File: config.mk
export PLATFORM = sky130hd
export DESIGN_NAME = i2s_stereo_tx
export DESIGN_NICKNAME = d
export VERILOG_FILES = /design/src/rtl/i2s_stereo_tx.sv
export SDC_FILE = /design/constraint.sdc
export NUM_CORES = 1
export LEC_CHECK = 0
export BUFFER_PORTS_ARGS = -buffer_cell sky130_fd_sc_hd__buf_2
export CAP_MARGIN = 20
export CELL_PAD_IN_SITES_DETAIL_PLACEMENT = 0
export CELL_PAD_IN_SITES_GLOBAL_PLACEMENT = 1
export CORE_MARGIN = 4
export CORE_UTILIZATION = 45
export CTS_CLUSTER_SIZE = 16
export DETAILED_ROUTE_END_ITERATION = 6
export PLACE_DENSITY_LB_ADDON = 0.1
export REMOVE_ABC_BUFFERS = 1
export SETUP_SLACK_MARGIN = 0.15
export SLEW_MARGIN = 20
export SYNTH_ARGS = -nofsm -noshare
export SYNTH_HDL_FRONTEND = slang
export SYNTH_SLANG_ARGS = --single-unit
File: constraint.sdc
create_clock -name clk -period 2.65 [get_ports clk]
set_input_delay 0.265 -clock clk [delete_from_list [all_inputs] [get_ports clk]]
set_output_delay 0.265 -clock clk [all_outputs]
set_load 0.03 [all_outputs]
File: src/rtl/i2s_stereo_tx.sv
// Stereo I2S / left-justified serializer: s_clk, LR_clk and data_out are clk-domain registers; a frame starts 2*SCLK_DIV clk after enable.
// One-entry sample buffer (s_ready = buffer empty), reloaded at each frame start; silence and an underrun pulse when it is empty.
module i2s_stereo_tx #(
    parameter int DATA_W   = 16,
    parameter int SLOT_W   = 16,
    parameter int SCLK_DIV = 8,
    parameter int MODE     = 0
) (
    input  logic              clk,
    input  logic              rst,
    input  logic              en,
    input  logic              s_valid,
    output logic              s_ready,
    input  logic [DATA_W-1:0] s_left,
    input  logic [DATA_W-1:0] s_right,
    output logic              m_clk,
    output logic              s_clk,
    output logic              LR_clk,
    output logic              data_out,
    output logic              underrun
);
    localparam int FRAME_W = 2 * SLOT_W;
    localparam int DIV_W   = (SCLK_DIV > 1) ? $clog2(SCLK_DIV) : 1;
    localparam int K_W     = $clog2(FRAME_W);
    localparam logic [DIV_W-1:0] DIV_MAX = DIV_W'(SCLK_DIV - 1);
    localparam logic [K_W-1:0]   K_LAST  = K_W'(FRAME_W - 1);
    localparam logic [K_W-1:0]   K_SLOT  = K_W'(SLOT_W);
    localparam logic [K_W-1:0]   K_PRE   = K_W'(SLOT_W - 1);

    generate
        if (DATA_W < 8 || DATA_W > 32) begin : g_bad_data_w
            $error("DATA_W must be within 8..32");
        end
        if (SLOT_W < DATA_W) begin : g_bad_slot_w
            $error("SLOT_W must be >= DATA_W");
        end
        if (SCLK_DIV < 1) begin : g_bad_div
            $error("SCLK_DIV must be >= 1");
        end
        if (MODE != 0 && MODE != 1) begin : g_bad_mode
            $error("MODE must be 0 or 1");
        end
    endgenerate

    typedef enum logic [1:0] {ST_IDLE, ST_RUN, ST_DRAIN} state_t;

    state_t             state_q, state_d;
    logic [DIV_W-1:0]   div_q, div_d;
    logic [K_W-1:0]     k_q, k_d;
    logic               sclk_q, sclk_d, lr_q, lr_d, dout_q, dout_d, und_q, und_d;
    logic               full_q, full_d, mclk_q, rdy_q;
    logic [DATA_W-1:0]  buf_l_q, buf_l_d, buf_r_q, buf_r_d;
    logic [FRAME_W-1:0] sh_q, sh_d, frame_w;
    logic               tick, fall, load;

    function automatic logic [SLOT_W-1:0] slot_word(input logic [DATA_W-1:0] s);
        return SLOT_W'(s) << (SLOT_W - DATA_W);
    endfunction

    always_comb begin
        state_d = state_q;
        div_d   = div_q;
        k_d     = k_q;
        sclk_d  = sclk_q;
        lr_d    = lr_q;
        dout_d  = dout_q;
        und_d   = 1'b0;
        full_d  = full_q;
        buf_l_d = buf_l_q;
        buf_r_d = buf_r_q;
        sh_d    = sh_q;
        frame_w = sh_q;
        tick    = (div_q == DIV_MAX);
        fall    = 1'b0;
        load    = 1'b0;
        case (state_q)
            ST_IDLE: begin
                div_d  = '0;
                k_d    = '0;
                sclk_d = 1'b0;
                lr_d   = 1'b0;
                dout_d = 1'b0;
                if (en) state_d = ST_RUN;
            end
            default: begin
                state_d = en ? ST_RUN : ST_DRAIN;
                div_d   = tick ? '0 : div_q + 1'b1;
                if (tick) sclk_d = ~sclk_q;
                fall = tick && sclk_q;
                // A draining frame ends where the next one would have been loaded.
                if (fall && k_q == '0 && state_q == ST_DRAIN && !en) begin
                    state_d = ST_IDLE;
                    div_d   = '0;
                    k_d     = '0;
                    sclk_d  = 1'b0;
                    lr_d    = 1'b0;
                    dout_d  = 1'b0;
                end else if (fall) begin
                    load = (k_q == '0);
                    if (load) begin
                        frame_w = full_q ? {slot_word(buf_l_q), slot_word(buf_r_q)} : '0;
                        full_d  = 1'b0;
                        und_d   = ~full_q;
                    end
                    dout_d = frame_w[FRAME_W-1];
                    sh_d   = frame_w << 1;
                    lr_d   = (MODE == 1) ? (k_q >= K_SLOT) : (k_q != K_LAST && k_q >= K_PRE);
                    k_d    = (k_q == K_LAST) ? '0 : k_q + 1'b1;
                end
            end
        endcase
        // An accept can only happen while empty, so it never collides with a real transfer.
        if (s_valid && s_ready) begin
            full_d  = 1'b1;
            buf_l_d = s_left;
            buf_r_d = s_right;
        end
    end

    always_ff @(posedge clk or posedge rst) begin
        if (rst) begin
            state_q <= ST_IDLE;
            div_q   <= '0;
            k_q     <= '0;
            sclk_q  <= 1'b0;
            lr_q    <= 1'b0;
            dout_q  <= 1'b0;
            und_q   <= 1'b0;
            full_q  <= 1'b0;
            buf_l_q <= '0;
            buf_r_q <= '0;
            sh_q    <= '0;
            mclk_q  <= 1'b0;
            rdy_q   <= 1'b0;
        end else begin
            state_q <= state_d;
            div_q   <= div_d;
            k_q     <= k_d;
            sclk_q  <= sclk_d;
            lr_q    <= lr_d;
            dout_q  <= dout_d;
            und_q   <= und_d;
            full_q  <= full_d;
            buf_l_q <= buf_l_d;
            buf_r_q <= buf_r_d;
            sh_q    <= sh_d;
            mclk_q  <= ~mclk_q;
            rdy_q   <= 1'b1;
        end
    end

    assign s_ready  = rdy_q & ~full_q;
    assign m_clk    = mclk_q;
    assign s_clk    = sclk_q;
    assign LR_clk   = lr_q;
    assign data_out = dout_q;
    assign underrun = und_q;
endmodule

* After elaboration in Yosys (flattened, before gate mapping) *
Cells that the tools add are included.

cells by class
  order comparisons = 1
  reductions and logical operators = 15
  eq/ne operators = 7
  add/sub/neg operators = 2
  muxes and demuxes = 31
  bitwise gates (word level) = 6

operator list
  kind                                                                                 number
  32-bit two-way mux                                                                   2
  5-bit two-way mux                                                                    4
  1-bit two-way mux                                                                    18
  3-bit two-way mux                                                                    3
  2-bit two-way mux                                                                    4
  1-bit logical AND                                                                    6
  3-bit nonzero test                                                                   2
  5-bit by 1-bit adder with 5-bit output, second input constant                        1
  5-bit == test, second input constant                                                 1
  5-bit by 4-bit greater-or-equal comparator with 1-bit output, second input constant  1
  5-bit logical NOT                                                                    1
  5-bit != test, second input constant                                                 1
  1-bit NOT                                                                            5
  2-bit != test, second input constant                                                 2
  4-bit AND reduction                                                                  1
  2-bit nonzero test                                                                   2
  3-bit by 1-bit adder with 3-bit output, second input constant                        1
  3-bit == test, second input constant                                                 1
  3-bit AND reduction                                                                  1
  2-bit == test, second input constant                                                 1
  2-bit logical NOT                                                                    1
  2-bit by 1-bit != test with 1-bit output, second input constant                      1
  1-bit AND                                                                            1
  1-bit logical NOT                                                                    1

storage, ports and cells
  bits in registers = 80
  output and inout bits = 6

* Depth between registers and ports, before layout *
  depth after elaboration = 8
  depth in mapped cells = 7
  depth with buffers taken out = 6

* Least setup slack after synthesis *
No wires, ideal clock.

  path type = flip-flop to flip-flop
  start = register k_q[0]
  end = register k_q[3]
  slack = 0.875 ns
  period minus slack after synthesis = 1.775 ns
  arrival time = 1.697 ns
  cell stages (with the launch flop) = 6
  setup time = 0.078 ns
  cells stage by stage = dfrtp_1 > ha_1 > and3_1 > ha_1 > or4_1 > a21boi_1

between the ends
  cells in the longest elaborated chain, start to end = 6

ends and longest elaborated chain
  what                                                                                            RTL line  text
  from (decl)                                                                                     49        logic [K_W-1:0] k_q, k_d;
  from (signal assigned)                                                                          138       k_q <= k_d;
  parallel branches: the longest is 6 deep, another holds 5-bit by 1-bit adder with 5-bit output  --

Parallel ways; which one is timed is not known. The select of a mux whose other input is x is not followed.
A chain may end at the register's enable or synchronous reset.

* Final worst setup path *
Same ends and word-level chain as after synthesis.

==> impl_metrics.json <==
{
  "outcome": "complete, no violations",
  "worstReg2RegStart": "k_q[0]",
  "cts_tree": "done",
  "p_leak_nw": 2.34,
  "vias": 2444,
  "synthesis.area_um2": 3900,
  "path_class": "reg2reg",
  "intPower_mw": 2.41,
  "whs_path_depth": 2,
  "place_area_um2": 4120,
  "power_density_nw_per_um2": 747,
  "gp_congestion": 0.719,
  "setup_tns_ps": 0,
  "post_route_cells_drive_above_1_share_pct": 33.2,
  "fmax_ghz": 0.526,
  "cts_resized": 0,
  "fin_skew_ps": 10.3,
  "critPathLaunchType": "register",
  "cp_max_fo": 7,
  "fin_area_um2": 4350,
  "slew_violations": 0,
  "drc": 0,
  "synth_cell_types": 45,
  "hp-class": "in2reg",
  "antenna_left": 0,
  "synth_cells": 290,
  "dp.cells": 419,
  "hold_violations": 0,
  "clk_latency_ps": 350,
  "min_period_ps": 1900,
  "clk_pin_slew_worst_paths_ps": 80,
  "dr.pass1.iters": 4,
  "wl_um": 7530,
  "vias_per_cell": 5.61,
  "stdcell_count": 436,
  "rsz0062_at_grt": "no",
  "clkSinkCount": 80,
  "wire_per_inst_um": 17.3,
  "rows": 33,
  "synth_warnings": 0,
  "clkPwrFrac_pct": 30.6,
  "htreeDepth": 3,
  "timing.final.crit_share_pct": 71.8,
  "antenna_found_initial": 0,
  "grt_pass1_vias": 2517,
  "final_common_cell": "dfrtp_1",
  "overflow": 0,
  "drtIter0Drc": 97,
  "dp_hpwl_um": 4780,
  "fp.dieW_um": 101,
  "r2r_cells": 5,
  "netlist.top_cell.by_area": "dfrtp_1",
  "syn2layout_area_growth_pct": 11.4,
  "r2r-end": "k_q[3]",
  "postSynthAreaPerCell_um2": 13.5,
  "post_cts_buffers": 0,
  "combPwrFrac_pct": 20.1,
  "finalSetupViolCount": 0,
  "power_switching_mw": 0.840,
  "num_antenna_cells": 0,
  "slew_headroom_pct": 45.0,
  "ys_seq_area_share_pct": 51.3,
  "io_buffers": 41,
  "yosys.area.top_type_share_pct": 51.3,
  "die_y_um": 101,
  "die_area_um2": 10200,
  "irDropWorstVdd_mv": 0.293,
  "grt_usage_pct": 16.3,
  "p_sw_share_pct": 25.9,
  "worstSetupEndpointType": "register",
  "min-delay-start": "s_right[11]",
  "nNetsFinal": 367,
  "cts_made_buffers": 9,
  "maxCapViolCount": 0,
  "ys_ff_latch": 80,
  "coreArea_um2": 8340,
  "ios": 42,
  "hold_end": "buf_r_q[11]",
  "cts_root_buffer": "clkbuf_8",
  "rrSetupSlack_ps": 750,
  "crit_arrival_ps": 2180,
  "cp_data_required_time_ps": 2920,
  "p_seq_share_pct": 49.4,
  "tightest_slew_ps": 822,
  "final_cell_mix": "dfrtp_1, buf_2, mux2_2, o211a_1, mux2i_1",
  "grt_max_degree": 35,
  "start_util_pct": 46.8,
  "clockBufferDepth": 2,
  "synth_area_leaders": "dfrtp_1, mux2_2, mux2i_1",
  "grt_pass1_wl_um": 13000
}
==> registers in the layout, summed over array words and instances (netlist names), 2 cells and up <==
name     count
buf_r_q     16
buf_l_q     16
k_q          5
sh_q        31
state_q      2
div_q        3
==> critical path: stages (launching register included) <==
cell	delay, ps
dfrtp_1	450
ha_1	270
and3_1	210
ha_1	250
or4_1	510
a21boi_1	150
==> layout make-up <==
cell class              instances  area, um^2
fillers                       767        3990
flip-flops and latches         80        2000
multi-input cells             175        1670
repair buffers                 53         298
clock buffers                  11         141
well taps                     105         131
clock inverters                 5        80.1
inverters                       7        27.5
==> logic make-up (layout without fill, tap and decap cells) <==
kind of cell / after synthesis / count (layout) / synth area share [%]
compound gates: 83 / 83 / 19.8
xor+xnor: 1 / 1 / 0.224
fa+ha+maj: 5 / 5 / 1.60
buf+inv: 35 / 76 / 5.99
flops: 80 / 80 / 51.3
mux: 63 / 63 / 17.2
other cells: 1 / 1 / 0.0961
simple gates: 22 / 22 / 3.78
==> per-layer routing <==
layer	part of all wire (%)	vias up	wire (um)	GRT usage [%]
met1	48	1232	3600	22.3
met2	47	36	3530	25.2
met4	1.8	0	139	7.06
li1	-	1165	-	-
met3	3.4	11	253	3.31
met5	0	-	0	0
==> cells in the mapped netlist (all sizes together) <==
cell type / count
a31oi: 1
or4: 1
nor2: 3
mux2: 32
o22ai: 1
a2111oi: 1
conb: 1
nand2b: 1
ha: 5
nor4: 1
and2: 2
a32o: 2
nor4b: 2
a41oi: 1
nor3b: 1
xnor2: 1
a21oi: 4
inv: 7
a2bb2oi: 1
a211o: 1
dfrtp: 80
o2bb2ai: 30
clkbuf: 13
a22o: 2
a21o: 1
mux2i: 31
a21boi: 1
nand2: 5
o21ai: 3
buf: 15
nor2b: 1
or4b: 1
o31ai: 2
and3: 1
nor3: 1
nand3: 1
o211ai: 1
nand3b: 1
o211a: 31
==> repair_timing <==
item,in CTS,in global routing
hold buffers,1,0
hold endpoints to repair,22,0
endpoints found under the setup margin,0,0
==> per-stage QoR <==
step	power [mW]	hold WS (ps)	utilization, %	worst slack (ps)
CTS	3.30	122	52.1	744
detailed placement	2.29	301	49.4	773
floorplan	2.10	296	-	-354
finish	3.25	140	52.1	748
global route	3.46	119	52.1	597
global placement	2.28	296	49.4	771
==> worst max-delay path by stage <==
| stage | start | to | slack (ps) |
|---|---|---|---|
| 3_3_place_gp | k_q[0] | k_q[3] | 770 |
| 4_1_cts | k_q[0] | k_q[0] | 740 |
| 6_report | k_q[0] | k_q[3] | 750 |
| 2_1_floorplan | k_q[0] | k_q[2] | -350 |
| 3_5_place_dp | k_q[0] | sh_q[15] | 770 |
| 5_1_grt | k_q[0] | sh_q[9] | 600 |
==> power groups by stage <==
| stage | logic [mW] | clock network [mW] | registers, mW |
|---|---|---|---|
| 2_1_floorplan | 0.498 | 0 | 1.61 |
| 3_3_place_gp | 0.653 | 0 | 1.62 |
| 3_5_place_dp | 0.662 | 0 | 1.63 |
| 4_1_cts | 0.667 | 1.03 | 1.61 |
| 5_1_grt | 0.740 | 1.08 | 1.64 |
| 6_report | 0.651 | 0.993 | 1.60 |
(Power assumes the default switching activity.)
